[config.mk]
export PLATFORM = sky130hd
export DESIGN_NAME = marcador_multi
export DESIGN_NICKNAME = d
export VERILOG_FILES = /design/src/rtl/marcador_multi_pkg.sv /design/src/rtl/marcador_multi_cuenta_canal.sv /design/src/rtl/marcador_multi.sv
export SDC_FILE = /design/constraint.sdc
export NUM_CORES = 1
export LEC_CHECK = 0
export ABC_AREA = 1
export CAP_MARGIN = 0
export CORE_ASPECT_RATIO = 1.1
export CORE_MARGIN = 2
export CORE_UTILIZATION = 41
export CTS_CLUSTER_DIAMETER = 60
export DETAILED_ROUTE_END_ITERATION = 8
export PLACE_DENSITY = 0.76
export SLEW_MARGIN = 5
export SYNTH_ARGS = -nofsm -noshare
export SYNTH_HDL_FRONTEND = slang
export SYNTH_SLANG_ARGS = --single-unit
[constraint.sdc]
create_clock -name clock1k -period 1.2 [get_ports clock1k]
set_input_delay 0.24 -clock clock1k [delete_from_list [all_inputs] [get_ports clock1k]]
set_output_delay 0.24 -clock clock1k [all_outputs]
set_load 0.1 [all_outputs]
[src/rtl/marcador_multi_pkg.sv]
// Shared definitions for the multi-player score keeper:
// FSM encoding and elaboration-time helpers.
package marcador_multi_pkg;

    typedef enum logic {
        JUEGO   = 1'b0,
        GANADOR = 1'b1
    } estado_t;

    function automatic int clog2(input int n);
        int r;
        r = 0;
        for (int k = 0; k < 32; k++) begin
            if ((1 << r) < n) r = r + 1;
        end
        return r;
    endfunction

    function automatic int id_width(input int n);
        return (clog2(n) < 1) ? 1 : clog2(n);
    endfunction

    function automatic bit meta_ok(input int w, input int m);
        return (m >= 1) && (m <= (1 << w) - 1);
    endfunction

    function automatic bit jug_ok(input int n);
        return (n >= 1) && (n <= 8);
    endfunction

endpackage

[src/rtl/marcador_multi_cuenta_canal.sv]
// One player's channel: button/direction synchronizers, rising-edge
// detector and saturating up/down score counter.
module cuenta_canal
    import marcador_multi_pkg::*;
#(
    parameter int WIDTH = 2,
    parameter int META  = 3
) (
    input  logic             clock1k,
    input  logic             reset,
    input  logic             Modo,
    input  logic             Modificar,
    input  logic             nuevo,
    input  logic             congelar,
    output logic [WIDTH-1:0] score,
    output logic             llega
);

    localparam logic [WIDTH-1:0] META_W = WIDTH'(META);
    localparam logic [WIDTH-1:0] UNO    = WIDTH'(1);

    logic             s1_q, s2_q, prev_q;
    logic             m1_q, m2_q;
    logic             pulse;
    logic [WIDTH-1:0] score_q, score_d;

    assign pulse = s2_q & ~prev_q;

    // nuevo wins over a pulse on the same edge; frozen channels ignore pulses
    always_comb begin
        score_d = score_q;
        if (nuevo) begin
            score_d = '0;
        end else if (!congelar && pulse) begin
            if (m2_q) begin
                if (score_q < META_W) score_d = score_q + UNO;
            end else begin
                if (score_q != '0) score_d = score_q - UNO;
            end
        end
    end

    assign llega = (score_d == META_W);
    assign score = score_q;

    // Edge detector keeps running while frozen so no stale pulse survives
    always_ff @(negedge clock1k or negedge reset) begin
        if (!reset) begin
            s1_q    <= 1'b0;
            s2_q    <= 1'b0;
            prev_q  <= 1'b0;
            m1_q    <= 1'b0;
            m2_q    <= 1'b0;
            score_q <= '0;
        end else begin
            s1_q    <= Modificar;
            s2_q    <= s1_q;
            prev_q  <= s2_q;
            m1_q    <= Modo;
            m2_q    <= m1_q;
            score_q <= score_d;
        end
    end

endmodule

[src/rtl/marcador_multi.sv]
// Multi-player score keeper: per-player channels plus the game FSM
// that latches the lowest-index player reaching META.
module marcador_multi
    import marcador_multi_pkg::*;
#(
    parameter int  NUM_JUG = 2,
    parameter int  WIDTH   = 2,
    parameter int  META    = 3,
    localparam int IDW     = id_width(NUM_JUG)
) (
    input  logic                       clock1k,
    input  logic                       reset,
    input  logic [NUM_JUG-1:0]         Modo,
    input  logic [NUM_JUG-1:0]         Modificar,
    input  logic                       nuevo,
    output logic [NUM_JUG*WIDTH-1:0]   counTT,
    output logic                       GanadorTT,
    output logic [IDW-1:0]             ganador_id
);

    if (!meta_ok(WIDTH, META)) begin : g_meta_err
        $error("marcador_multi: META outside 1..2^WIDTH-1");
    end
    if (!jug_ok(NUM_JUG)) begin : g_jug_err
        $error("marcador_multi: NUM_JUG outside 1..8");
    end

    estado_t            estado_q;
    logic               ganador_q;
    logic [IDW-1:0]     id_q;
    logic [IDW-1:0]     id_d;
    logic [NUM_JUG-1:0] llega;
    logic               hay;
    logic               congelar;

    assign congelar = (estado_q == GANADOR);

    for (genvar g = 0; g < NUM_JUG; g++) begin : g_canal
        cuenta_canal #(
            .WIDTH(WIDTH),
            .META (META)
        ) u_canal (
            .clock1k  (clock1k),
            .reset    (reset),
            .Modo     (Modo[g]),
            .Modificar(Modificar[g]),
            .nuevo    (nuevo),
            .congelar (congelar),
            .score    (counTT[g*WIDTH +: WIDTH]),
            .llega    (llega[g])
        );
    end

    // Lowest index wins a simultaneous arrival
    always_comb begin
        hay  = |llega;
        id_d = '0;
        for (int i = NUM_JUG - 1; i >= 0; i--) begin
            if (llega[i]) id_d = IDW'(i);
        end
    end

    always_ff @(negedge clock1k or negedge reset) begin
        if (!reset) begin
            estado_q  <= JUEGO;
            ganador_q <= 1'b0;
            id_q      <= '0;
        end else if (nuevo) begin
            estado_q  <= JUEGO;
            ganador_q <= 1'b0;
            id_q      <= '0;
        end else begin
            unique case (estado_q)
                JUEGO: begin
                    if (hay) begin
                        estado_q  <= GANADOR;
                        ganador_q <= 1'b1;
                        id_q      <= id_d;
                    end
                end
                GANADOR: begin
                    estado_q <= GANADOR;
                end
                default: begin
                    estado_q <= JUEGO;
                end
            endcase
        end
    end

    assign GanadorTT  = ganador_q;
    assign ganador_id = id_q;

endmodule
## After elaboration in Yosys (flattened, before gate mapping)

Cells that the tools add are included.

| cells by class | value |
|---|---|
| bitwise gates (word level) | 5 |
| add/sub/neg operators | 4 |
| multiplexer cells | 21 |
| equality and inequality tests | 3 |
| order comparisons | 2 |
| reductions and logical operators | 8 |

Operators by type and width:

| cell | count |
|---|---|
| $mux 2 | 10 |
| $mux 1 | 10 |
| $reduce_bool 2->1 | 3 |
| $add 2x1->2 const B | 2 |
| $eq 2x2->1 const B | 2 |
| $lt 2x2->1 const B | 2 |
| $sub 2x1->2 const B | 2 |
| $not 1->1 | 3 |
| $and 1x1->1 | 2 |
| $logic_and 1x1->1 | 2 |
| $ne 2x2->1 const B | 1 |
| $pmux 1 s2 | 1 |
| $reduce_and 2->1 | 1 |
| $reduce_or 2->1 | 1 |
| $logic_not 1->1 | 1 |

| storage, ports and cells | value |
|---|---|
| register bits after elaboration | 17 |
| word-level logic and storage cells | 58 |
| bits of input ports | 7 |

## Longest topological paths before layout

| depth | value |
|---|---|
| word-level depth | 11 |
| gate-level depth with buffers | 10 |
| mapped depth without buffers | 10 |

## Hierarchy

A second synthesis with hierarchy kept.

| second synthesis, totals | value |
|---|---|
| cells, all modules | 60 |
| area total of the unflattened synthesis | 610.6 sq um |

Modules (own cells, without submodules):

| module | instances | seq. area each (sq um) | area each (sq um) | cells an instance |
|---|---|---|---|---|
| cuenta_canal | 2 | 175.2 | 246.5 | 24 |
| marcador_multi | 1 | 75.1 | 117.6 | 12 |

==> flow_summary.toml <==
[status]
outcome = "finished with violations"
violations = "negative setup slack"

[clocking]
cts_buffers = 3
cts-root-buf = "clkbuf_4"
tritoncts = "done"
clock_path_buffers = 2
htree_levels = 1
cts.sinks = 17
clk_latency_ns = 0.29
clk_pin_slew_ns = 0.06

[critical_path]
required_ns = 0.96
critPathMaxFanout = 2
start_kind = "register"
rr_worst_depth = 12
worstPathArrival_ns = 1.58
cp_top_family = "flip-flops"
crit_slowest_cell = "dfrtn_1"
worstSetupEndpointType = "primary output"
reg2reg_from = "g_canal[0].u_canal.score[1]"
cpPeakStageDelay_ns = 0.49
path_class = "reg2out"
r2r-end = "ganador_id"
path_cells = "buf_12"
reg2reg_setup_slack_ns = -0.47
cp_num_buf_inv = 1

[global_route]
grt_pass1_vias = 551
grtUsageTotal_pct = 17.9
grt_antenna_before_repair = 0
globalRouteOverflowTotal = 0
grt_max_degree = 18
grt_pass1_wl_um = 2350

[timing]
slew_headroom_pct = 82.4
rsz0062_at_grt = "yes"
hold_violations = 0
clock_skew_ns = 0.00232
tns_ns = -5.38
hold_slack_ns = 0.295
finalWorstSetupSlack_ns = -0.620
finalSetupViolCount = 12
worst_pin_slew_ns = 0.263
maxSlewViolCount = 0

[pwr]
clockPowerShare_pct = 23.1
sequentialPowerShare_pct = 49.4
p_comb_share_pct = 27.5
p_sw_share_pct = 30.9
cellPowerDensity_mw_per_mm2 = 1180
p_switching_uw = 398
intPower_uw = 890
p_leak_nw = 0.533
irDropWorstVdd_mv = 1.09

[yosys]
synth.distinct_cells = 13
synth_top_area_share_pct = 65.0
synthesis.area_um2 = 654
yosysSeqAreaShare_pct = 65.0
synth_area_leaders = "dfrtn_1 65%, nand2_1 7.5%, inv_1 5.2%"
synth_seq_cells = 17
syn_inst = 66
synth_common_cells = "17 x dfrtn_1, 13 x nand2_1, 9 x inv_1, 8 x nor2_1, 5 x nor2_2"
async_reset_ff_share_pct = 100
yosys.area.top_type = "dfrtn_1"
ys_warn_count = 0
synth.net_count = 73
synth_edf_count = 0
post_synth.cell_area_avg_um2 = 9.91
yosysMostFrequentCell = "dfrtn_1"
synth_ff_type = "dfrtn_1"

[placed_design]
placed_cell_area_um2 = 928
post-place-ws_ns = -0.913
hpwl_um = 902
portBuffers = 12
place_congestion = 0.780

[cells_and_area]
area_growth_pct = 67.3
diodes = 0
design_area_mm2 = 0.00109
layout-drive-gt1-share_pct = 51.0
design.final.nets = 108
final_util_pct = 71.1

[route]
firstDrtPassIters = 4
wire_per_inst_um = 14.5
drt_iter0_drc = 14
vias = 568
final_antenna_net_count = 0
vias_per_cell = 4.85
finalWirelength_um = 1700
drc = 0

[worst_hold_path]
min_path_cells = 0
hp-start = "g_canal[0].u_canal.m1_q"
hp-class = "reg2reg"
min_to = "g_canal[0].u_canal.m2_q"

[die]
die_h_um = 45.9
die_area_mm2 = 0.00193
io_pins = 13
coreArea_mm2 = 0.00154
placementRows = 15
fp.dieW_um = 42.1
start_util_pct = 42.5

[job]
maxCapViolations = 0
-- power groups by stage --
stage | registers, mW | logic (mW) | clock network [mW]
floorplan | 0.727 | 0.0613 | 0
global placement | 0.642 | 0.276 | 0
detailed placement | 0.645 | 0.280 | 0
CTS | 0.634 | 0.313 | 0.305
global route | 0.640 | 0.371 | 0.329
finish | 0.637 | 0.354 | 0.298
-- worst max path at each step --
stage | from | endpoint | slack [ns] | depth (start not counted)
2_1_floorplan | g_canal[1].u_canal.score[0] | ganador_id | -0.66 | 9
3_3_place_gp | nuevo | ganador_id | -0.85 | 9
3_5_place_dp | nuevo | ganador_id | -0.91 | 9
4_1_cts | ganador_id | ganador_id | -0.61 | 1
5_1_grt | g_canal[1].u_canal.score[1] | counTT[3] | -0.66 | 1
6_report | ganador_id | ganador_id | -0.62 | 1
-- worst reg2reg max path, delay by kind of cell (launching register included) --
family / cells / cell delay (ns)
and+or+nand+nor: 9 / 0.75
DFF: 1 / 0.48
buffers and inverters: 3 / 0.31
-- cell usage in the layout, fill, tap and decap left out, drive strengths merged, types with 3 or more instances in the layout --
| cell type | instances |
|---|---|
| a21oi | 3 |
| buf | 25 |
| clkbuf | 4 |
| clkdlybuf4s50 | 5 |
| dfrtn | 17 |
| inv | 10 |
| nand2 | 16 |
| nand3 | 4 |
| nor2 | 13 |
-- final cells by class --
type | count | area, µm²
Sequential cell | 17 | 425
Tap cell | 17 | 21.3
Timing Repair Buffer | 30 | 338
Inverter | 11 | 46.3
Fill cell | 95 | 444
Clock buffer | 4 | 26.3
Multi-Input combinational cell | 38 | 238
-- sequential cells by signal, indices dropped and copies added, names as in the netlist --
signal                  count
g_canal.u_canal.score       4
g_canal.u_canal.prev_q      2
g_canal.u_canal.m2_q        2
g_canal.u_canal.m1_q        2
ganador_id                  1
congelar                    1
g_canal.u_canal.s2_q        2
GanadorTT                   1
g_canal.u_canal.s1_q        2
-- metal layers --
layer | vias to the layer above | share of wire (%) | track usage, %
li1 | 270 | - | -
met1 | 279 | 41 | 18.8
met2 | 15 | 54 | 32.5
met3 | 4 | 3.7 | 4.76
met4 | 0 | 1.7 | 11.3
met5 | - | 0 | 0
-- metrics by stage --
step	instances	total power, mW
after floorplan	66	0.788
after global placement	103	0.918
after detailed placement	103	0.925
after CTS	114	1.25
after global routing	117	1.34
final	117	1.29
-- kinds of logic (layout without fill, tap and decap cells) --
group,count (synthesis),in the layout,synth area share [%]
flops,17,17,65.0
buf+inv,11,45,7.07
simple gates,33,33,23.5
compound gates,5,5,4.40
-- timing repair --
| item | in CTS | in global routing |
|---|---|---|
| hold buffers | 0 | 0 |
| pin swaps | 7 | 5 |
| hold endpoints to repair | 0 | 0 |
| setup buffers | 7 | 3 |
| gates resized for setup | 12 | 11 |
| endpoints found under the setup margin | 13 | 13 |
Power figures use the tool's default switching activity.
